### src/rtl/mux_pipe_pkg.sv
// mux_pipe_pkg
//   Shared types and helpers for the mux_pipe block and its selector.
//   - mux_pipe_state_e : occupancy of the output stage (main register M, skid S)
//   - sel_dec_t        : decoded select (input index plus illegal flag)
//   - sel_width()      : select port width for a given NUM_IN / ONEHOT setting
//   - sel_decode()     : binary or one-hot select decode, up to 16 inputs
package mux_pipe_pkg;

  typedef enum logic [1:0] {
    EMPTY = 2'd0,
    ONE   = 2'd1,
    TWO   = 2'd2
  } mux_pipe_state_e;

  typedef struct packed {
    logic [3:0] idx;
    logic       illegal;
  } sel_dec_t;

  // Binary mode never needs fewer than one select bit, even for two inputs.
  function automatic int sel_width(input int num_in, input int onehot);
    int w;
    if (onehot != 0) begin
      w = num_in;
    end else if (num_in <= 2) begin
      w = 1;
    end else begin
      w = $clog2(num_in);
    end
    return w;
  endfunction

  // sel arrives zero-extended to 16 bits. One-hot: exactly one set bit is
  // legal. Binary: any value at or above num_in is illegal.
  function automatic sel_dec_t sel_decode(input logic [15:0] sel,
                                          input int num_in,
                                          input int onehot);
    sel_dec_t r;
    int hits;
    r.idx     = 4'd0;
    r.illegal = 1'b0;
    hits      = 0;
    if (onehot != 0) begin
      for (int i = 0; i < 16; i++) begin
        hits  = hits + int'(sel[i]);
        r.idx = sel[i] ? 4'(i) : r.idx;
      end
      r.illegal = (hits != 1);
    end else begin
      r.idx     = sel[3:0];
      r.illegal = (sel >= 16'(num_in));
    end
    return r;
  endfunction

endpackage

### src/rtl/mux_sel_comb.sv
// mux_sel_comb
//   Purely combinational NUM_IN:1 selector with an illegal-select flag.
//   An illegal select yields all-zero data. With NUM_IN=2, ONEHOT=0 it is a
//   drop-in replacement for the old 2:1 Mux1.
//   Ports:
//     in_data  [NUM_IN*WIDTH] packed inputs, input i at [i*WIDTH +: WIDTH]
//     sel      [SEL_W]        binary index or one-hot vector
//     data     [WIDTH]        selected input, or 0 when illegal
//     illegal  [1]            select does not name exactly one input
module mux_sel_comb
  import mux_pipe_pkg::*;
#(
  parameter int WIDTH  = 32,
  parameter int NUM_IN = 4,
  parameter int ONEHOT = 0,
  localparam int SEL_W = sel_width(NUM_IN, ONEHOT)
) (
  input  logic [NUM_IN*WIDTH-1:0] in_data,
  input  logic [SEL_W-1:0]        sel,
  output logic [WIDTH-1:0]        data,
  output logic                    illegal
);

  sel_dec_t dec_s;

  // Decode select and OR together the single matching input (AND-OR mux).
  always_comb begin
    dec_s   = sel_decode(16'(sel), NUM_IN, ONEHOT);
    illegal = dec_s.illegal;
    data    = {WIDTH{1'b0}};
    for (int i = 0; i < NUM_IN; i++) begin
      data = data | ({WIDTH{(!dec_s.illegal) && (dec_s.idx == 4'(i))}}
                     & in_data[i*WIDTH +: WIDTH]);
    end
  end

endmodule

### src/rtl/mux_pipe.sv
// mux_pipe
//   N-input select mux with a registered valid/ready output stage and a
//   2-entry skid buffer (main register M, skid register S) for full
//   throughput. in_ready is a registered decode of the occupancy state, so
//   there is no combinational path from out_ready to in_ready.
//   Optional feature macro: MUX_PIPE_STATS_EN adds beat_cnt / err_cnt.
//   Ports:
//     clk, reset           rising-edge clock, async active-high reset
//     in_data, sel         packed inputs and select, sampled with in_valid
//     in_valid, in_ready   upstream handshake
//     out_data, out_valid  registered selected data
//     out_ready            downstream handshake
//     sel_err              one-cycle pulse after accepting an illegal select
//     beat_cnt (opt)       output transfers, wrapping 32-bit
//     err_cnt  (opt)       sel_err pulses, saturating at 16'hFFFF
module mux_pipe
  import mux_pipe_pkg::*;
#(
  parameter int WIDTH  = 32,
  parameter int NUM_IN = 4,
  parameter int ONEHOT = 0,
  localparam int SEL_W = sel_width(NUM_IN, ONEHOT)
) (
  input  logic                    clk,
  input  logic                    reset,
  input  logic [NUM_IN*WIDTH-1:0] in_data,
  input  logic [SEL_W-1:0]        sel,
  input  logic                    in_valid,
  output logic                    in_ready,
  output logic [WIDTH-1:0]        out_data,
  output logic                    out_valid,
  input  logic                    out_ready,
  output logic                    sel_err
`ifdef MUX_PIPE_STATS_EN
  ,
  output logic [31:0]             beat_cnt,
  output logic [15:0]             err_cnt
`endif
);

  mux_pipe_state_e  state_r;
  logic [WIDTH-1:0] m_data_r;
  logic [WIDTH-1:0] s_data_r;
  logic             out_valid_r;
  logic             in_ready_r;
  logic             sel_err_r;
  logic [WIDTH-1:0] sel_data_s;
  logic             illegal_s;
  logic             accept_s;

  mux_sel_comb #(
    .WIDTH  (WIDTH),
    .NUM_IN (NUM_IN),
    .ONEHOT (ONEHOT)
  ) u_sel (
    .in_data (in_data),
    .sel     (sel),
    .data    (sel_data_s),
    .illegal (illegal_s)
  );

  assign accept_s  = in_valid && in_ready_r;
  assign in_ready  = in_ready_r;
  assign out_valid = out_valid_r;
  assign out_data  = m_data_r;
  assign sel_err   = sel_err_r;

  // Output-stage state machine: M/S occupancy with registered handshakes.
  always_ff @(posedge clk or posedge reset) begin
    if (reset) begin
      state_r     <= EMPTY;
      m_data_r    <= {WIDTH{1'b0}};
      s_data_r    <= {WIDTH{1'b0}};
      out_valid_r <= 1'b0;
      in_ready_r  <= 1'b1;
      sel_err_r   <= 1'b0;
    end else begin
      // Illegal beats still flow as data 0; flag them one cycle later.
      sel_err_r <= accept_s && illegal_s;
      case (state_r)
        EMPTY: begin
          if (accept_s) begin
            m_data_r    <= sel_data_s;
            out_valid_r <= 1'b1;
            state_r     <= ONE;
          end
        end
        ONE: begin
          if (accept_s && out_ready) begin
            m_data_r <= sel_data_s;
          end else if (accept_s) begin
            // M is stalled: park the new beat in S and stop accepting.
            s_data_r   <= sel_data_s;
            in_ready_r <= 1'b0;
            state_r    <= TWO;
          end else if (out_ready) begin
            out_valid_r <= 1'b0;
            state_r     <= EMPTY;
          end else begin
            state_r <= ONE;
          end
        end
        TWO: begin
          if (out_ready) begin
            m_data_r   <= s_data_r;
            in_ready_r <= 1'b1;
            state_r    <= ONE;
          end else begin
            state_r <= TWO;
          end
        end
        default: begin
          out_valid_r <= 1'b0;
          in_ready_r  <= 1'b1;
          state_r     <= EMPTY;
        end
      endcase
    end
  end

`ifdef MUX_PIPE_STATS_EN
  logic [31:0] beat_cnt_r;
  logic [15:0] err_cnt_r;

  // Transfer counter wraps; error counter saturates.
  always_ff @(posedge clk or posedge reset) begin
    if (reset) begin
      beat_cnt_r <= 32'd0;
      err_cnt_r  <= 16'd0;
    end else begin
      if (out_valid_r && out_ready) begin
        beat_cnt_r <= beat_cnt_r + 32'd1;
      end
      if (sel_err_r && (err_cnt_r != 16'hFFFF)) begin
        err_cnt_r <= err_cnt_r + 16'd1;
      end
    end
  end

  assign beat_cnt = beat_cnt_r;
  assign err_cnt  = err_cnt_r;
`endif

endmodule
### config.mk
export PLATFORM = sky130hd
export DESIGN_NAME = mux_pipe
export DESIGN_NICKNAME = d
export VERILOG_FILES = /design/src/rtl/mux_pipe_pkg.sv /design/src/rtl/mux_sel_comb.sv /design/src/rtl/mux_pipe.sv
export SDC_FILE = /design/constraint.sdc
export NUM_CORES = 1
export LEC_CHECK = 0
export BUFFER_PORTS_ARGS = -buffer_cell sky130_fd_sc_hd__buf_2
export CAP_MARGIN = 10
export CORE_MARGIN = 2
export CORE_UTILIZATION = 49
export DETAILED_ROUTE_END_ITERATION = 12
export PLACE_DENSITY = 0.85
export REMOVE_ABC_BUFFERS = 1
export SLEW_MARGIN = 10
export SYNTH_ARGS = -nofsm -noshare
export SYNTH_HDL_FRONTEND = slang
export SYNTH_SLANG_ARGS = --single-unit
export TNS_END_PERCENT = 30
### constraint.sdc
create_clock -name clk -period 2.2 [get_ports clk]
set_clock_uncertainty 0.2 [all_clocks]
set_input_delay 0.11 -clock clk [delete_from_list [all_inputs] [get_ports clk]]
set_output_delay 0.11 -clock clk [all_outputs]
set_load 0.05 [all_outputs]
# Word-level counts from Yosys, hierarchy flattened
# Cells that the tools add are included.
[classes]
n_eq_ne = 12
mux = 19
bitwise = 10
n_reduce_logical = 10
[op_table]
columns = ["cell", "n"]
rows = [
  ["bitwise AND 32 bit", 4],
  ["2-to-1 mux 32 bit", 3],
  ["bitwise OR 32 bit", 3],
  ["one-hot mux 32 bit (3 select lines)", 1],
  ["inequality test 2 bit (second input constant)", 7],
  ["2-to-1 mux 1 bit", 8],
  ["2-to-1 mux 2 bit", 4],
  ["AND reduction 4 bit", 2],
  ["equality test 2 bit (second input constant)", 3],
  ["one-hot mux 1 bit (3 select lines)", 2],
  ["one-hot mux 2 bit (3 select lines)", 1],
  ["AND reduction 5 bit", 1],
  ["equality test 2 x 1 -> 1 bit (second input constant)", 2],
  ["logical NOT 4 bit", 1],
  ["inverter 1 bit", 3],
  ["AND reduction 3 bit", 1],
  ["nonzero test 3 bit", 1],
  ["logical AND 1 bit", 2],
  ["logical NOT 2 bit", 1],
  ["AND reduction 2 bit", 1],
]
[totals]
regBits = 68
in_bits = 134
output_inout_bits = 35
elab_cells = 56

# Longest topological paths before layout
[logic_depth]
depth_word = 7
ltp_mapped = 8

# By module
# A second synthesis with hierarchy kept.
[unflattened]
cells_unflattened = 241
hier_area_um2 = 4207.8
[modules_own_cells]
columns = ["module", "instances", "cells_per_inst", "area_each_um2", "seq_area_each_um2"]
rows = [
  ["mux_pipe", 1, 199, 3378.2, 1727.9],
  ["mux_sel_comb", 1, 42, 829.5, 0.0],
]

# Least setup slack after synthesis
# OpenSTA, ideal clock, no wires.
[synth_path]
path_kind = "register to register"
start = "register in_ready_r (netlist: in_ready)"
end = "register m_data_r[20] (netlist: out_data[20])"
setup_ps = 128
arrival_ps = 1695
required_time_ps = 1872
slack_ps = 177
path_stages_with_launch = 6
cell_sequence = "dfstp_2 nand2_1 o21ai_1 a21oi_1 buf_6 mux2_1"
[synth_between]
elab_chain_cells = 4
word_cells_on_any_way = 5
[synth_rtl]
columns = ["item", "line_no", "text"]
rows = [
  ["start: declaration", "mux_pipe.sv:45", "logic in_ready_r;"],
  ["start signal: assignment", "mux_pipe.sv:75", "in_ready_r <= 1'b1;"],
  ["start signal: assignment", "mux_pipe.sv:94", "in_ready_r <= 1'b0;"],
  ["start signal: assignment", "mux_pipe.sv:106", "in_ready_r <= 1'b1;"],
  ["logical AND 1 bit *", "mux_pipe.sv:62", "assign accept_s = in_valid && in_ready_r;"],
  ["logical AND 1 bit", "mux_pipe.sv:89", "if (accept_s && out_ready) begin"],
  ["inequality test 2 bit (no line)", "n/a", ""],
  ["AND reduction 4 bit (no line) *", "n/a", ""],
  ["end signal: assignment", "mux_pipe.sv:72", "m_data_r <= {WIDTH{1'b0}};"],
  ["end signal: assignment", "mux_pipe.sv:90", "m_data_r <= sel_data_s;"],
  ["end signal: assignment", "mux_pipe.sv:105", "m_data_r <= s_data_r;"],
  ["end: declaration", "mux_pipe.sv:42", "logic [WIDTH-1:0] m_data_r;"],
]
# Every way passes the cells marked *; elsewhere a longest branch is shown, timed or not.
# A chain may end at the register's enable or synchronous reset.

# Final worst setup path
[layout_path]
start = "input in_valid"
end = "register m_data_r[19] (netlist: out_data[19])"
[layout_between]
elab_chain_cells = 4
word_cells_on_any_way = 5
[layout_rtl]
columns = ["item", "line_no", "text"]
rows = [
  ["start: declaration", "mux_pipe.sv:28", "input logic in_valid,"],
  ["logical AND 1 bit *", "mux_pipe.sv:62", ""],
  ["logical AND 1 bit", "mux_pipe.sv:89", ""],
  ["inequality test 2 bit (no line)", "n/a", ""],
  ["AND reduction 4 bit (no line) *", "n/a", ""],
]
# Marks and branches as above.

==> impl_metrics.csv <==
group,metric,value,unit
run_status,status,"finished, final reports clean",
synth,synth_compound_area_share,10.25,%
critical_path,regToRegEndpoint,"out_data[17]",
critical_path,crit_fanout,16,
clock_network,clk_latency,0.34,ns
sta,tightest_slew,0.7017,ns
drt,routed_wl,10570,µm
drt,route.detailed.drc,0,
job,maxCapViolations,0,
global_routing,grt_overflow,0,
drt,ant_nets,0,
placement,postPlaceCellArea,5177,µm²
floorplan,rows,33,
drt,drtPass1Iterations,4,
drt,drt_iter0_markers,99,
clock_network,h-tree-depth,3,
drt,wl_per_cell,16.99,µm
floorplan,dieArea,9429,µm²
clock_network,cts_sinks,68,
sta,finalSetupViolations,0,
power,powerDensity,914.0,nW/µm²
final_layout,syn2layout_area_growth,28.10,%
power,ir_drop,0.6892,mV
final_layout,nets,647,
floorplan,fp.coreArea,8299,µm²
sta,fin_crit_sh,97.58,%
critical_path,worst-setup-path-type,"input port to flop",
synth,synthTopCellsByArea,"dfrtp_1, mux2i_1, mux2_2",
final_layout,n_fill_cell,654,
synth,synth_area,4248,µm²
synth,ys_warn_count,0,
synth,synth_top_family_by_area,"multiplexers",
critical_path,cp-start-kind,"input port",
final_layout,diodes,0,
synth,post-synth-top-count-cell,"mux2i_1",
synth,syn_avg_cell_area,12.21,µm²
final_layout,design_area,5441,µm²
sta,fmax,465.8,MHz
synth,synthMuxAreaShare,39.82,%
clock_network,cts_tree,"done",
clock_network,clkTransAtPathRegs,0.07,ns
critical_path,arrival,2.16,ns
global_routing,grt_pass1_vias,3755,
global_routing,grt_antenna_before_repair,0,
power,total_power,4973,µW
clock_network,cts_buffers,9,
synth,synth-edff-count,0,
sta,setup_slack,0.05324,ns
critical_path,setup.worst_path.end_class,"flop",
worst_hold_path,whs_endpoint,"s_data_r[27]",
worst_hold_path,hp-start,"in_data[91]",
global_routing,grt_max_degree,35,
sta,finalHoldViolCount,0,
floorplan,die_h,97.11,µm
synth,yosys-top-cells-count,"mux2i_1, dfrtp_1, mux2_2",
placement,pre_cts_slack,-0.1783,ns
synth,ys_types,27,
final_layout,drive_gt1_share,51.06,%
sta,timing.hold.ws,0.02171,ns
synth,synth-async-reset-ratio,100.0,%
synth,synth_top_cell_by_area,"dfrtp_1",
floorplan,die_w,97.11,µm
worst_hold_path,min_path_type,"input port to flop",
critical_path,r2r-start,"in_ready",
clock_network,postCtsSetupRepairBufs,0,
critical_path,ff2ff_path_depth,4,
floorplan,io_pins,169,
sta,finalCriticalPeriod,2.147,ns
synth,synth_xor_area_share,0,%
final_layout,post-route-util,65.57,%
global_routing,grt.total_usage,22.55,%
power,power.leakage,0.002921,µW
clock_network,clockBufferDepth,2,
drt,avgViaCountPerCell,5.543,
placement,hpwl,7478,µm
placement,routabilityCongestion,0.7510,
critical_path,ff2ff_setup_slack,0.08,ns
synth,synth_seq_cells,68,
sta,rsz0062_at_grt,"no",
sta,finalMaxSlewViolations,0,
synth,synthSimpleGateAreaFrac,4.713,%
synth,synthCells,348,
critical_path,crit_required,2.22,ns
placement,io_buffers,167,
synth,ys_dominant_reg_cell,"dfrtp_1",
synth,synth-seq-area-share,40.09,%
synth,post_synth_fa_ha_maj_area_fraction,0,%
synth,yosysTopAreaCellShare,39.47,%
sta,slew_headroom,53.12,%
floorplan,initial_core_util,51.18,%
drt,num_vias,3448,
global_routing,grt_pass1_wl,17460,µm
clock_network,clock_tree.root_cell,"clkbuf_8",
worst_hold_path,hold_depth,4,
state kept, by name, summed over array words and instances, names as in the netlist:
signal,cells
in_ready,1
s_data_r,32
out_data,32
state_r,2
out_valid,1
metal layers:
layer / share of wire, % / GRT usage (%) / up-vias / wire, µm
met4: 2.0 / 8.992 / 0 / 213
met1: 41 / 26.50 / 1671 / 4318
met3: 5.9 / 4.460 / 19 / 619
met5: 0 / 0 / - / 0
met2: 51 / 40.33 / 126 / 5420
li1: - / - / 1632 / -
cell families (layout without fill, tap and decap cells):
logic type             after synthesis  count (layout)
other                                1               1
flip-flops                          68              68
AO/OA/AOI/OAI                       39              40
buffers and inverters               32             200
AND/OR/NAND/NOR                     47              47
multiplexers                       161             161
how the worst max path moves through the flow:
stage          cells after the start  slack (ns)  startpoint            to
6_report                           6        0.05    in_valid  out_data[19]
5_1_grt                            6     0.00005    in_valid   out_data[0]
4_1_cts                            4        0.03    in_ready  out_data[16]
3_5_place_dp                       4       -0.18    in_ready  out_data[14]
3_3_place_gp                       4       -0.06    in_ready   out_data[1]
2_1_floorplan                      4       -0.93    in_ready  out_data[13]
power breakdown:
group,switching (µW),internal [µW],total (µW),leakage [µW]
combinational,1500,636,2130,0.00194
sequential,190,1590,1780,0.000877
clock,451,612,1060,0.000103
cells in the final DEF, fill, tap and decap left out, types with 10 or more instances in the layout:
cell type	Yosys	routed
mux2_2	45	45
a221oi_1	14	14
mux2i_1	97	97
clkbuf_8	0	12
nor2_1	34	34
a221oi_2	18	18
buf_4	2	10
buf_2	15	166
mux2_1	19	19
dfrtp_1	67	67
per-stage QoR:
step	instances	setup TNS, ns
5_1_grt	622	0
2_1_floorplan	318	-41.85
6_report	622	0
4_1_cts	622	0
3_3_place_gp	603	-1.158
3_5_place_dp	603	-4.715
repair_timing:
item                                   4_1_cts  5_1_grt
pin swaps                                    1        0
endpoints found under the hold margin       72        0
cloned                                       1        0
hold buffers                                 3        0
resized for setup                            3        1
setup endpoints to repair                   32       19
layout make-up:
type	count	area [µm²]	area share (%)
inverter	2	7.507	0.1380
clock buffer	14	172.7	3.173
tap	105	131.4	2.414
clock inverter	1	30.03	0.5519
sequential	68	1703	31.29
multi-input combinational	249	2381	43.76
timing repair buffer	183	1016	18.67
critical path, stage by stage:
cell and delay, ns:
dlygate4sd3_1 0.53, buf_2 0.13, nand2_1 0.21, o21ai_2 0.18
a21oi_4 0.58, mux2_2 0.41
Note: power is estimated with default switching activity, not from simulation.
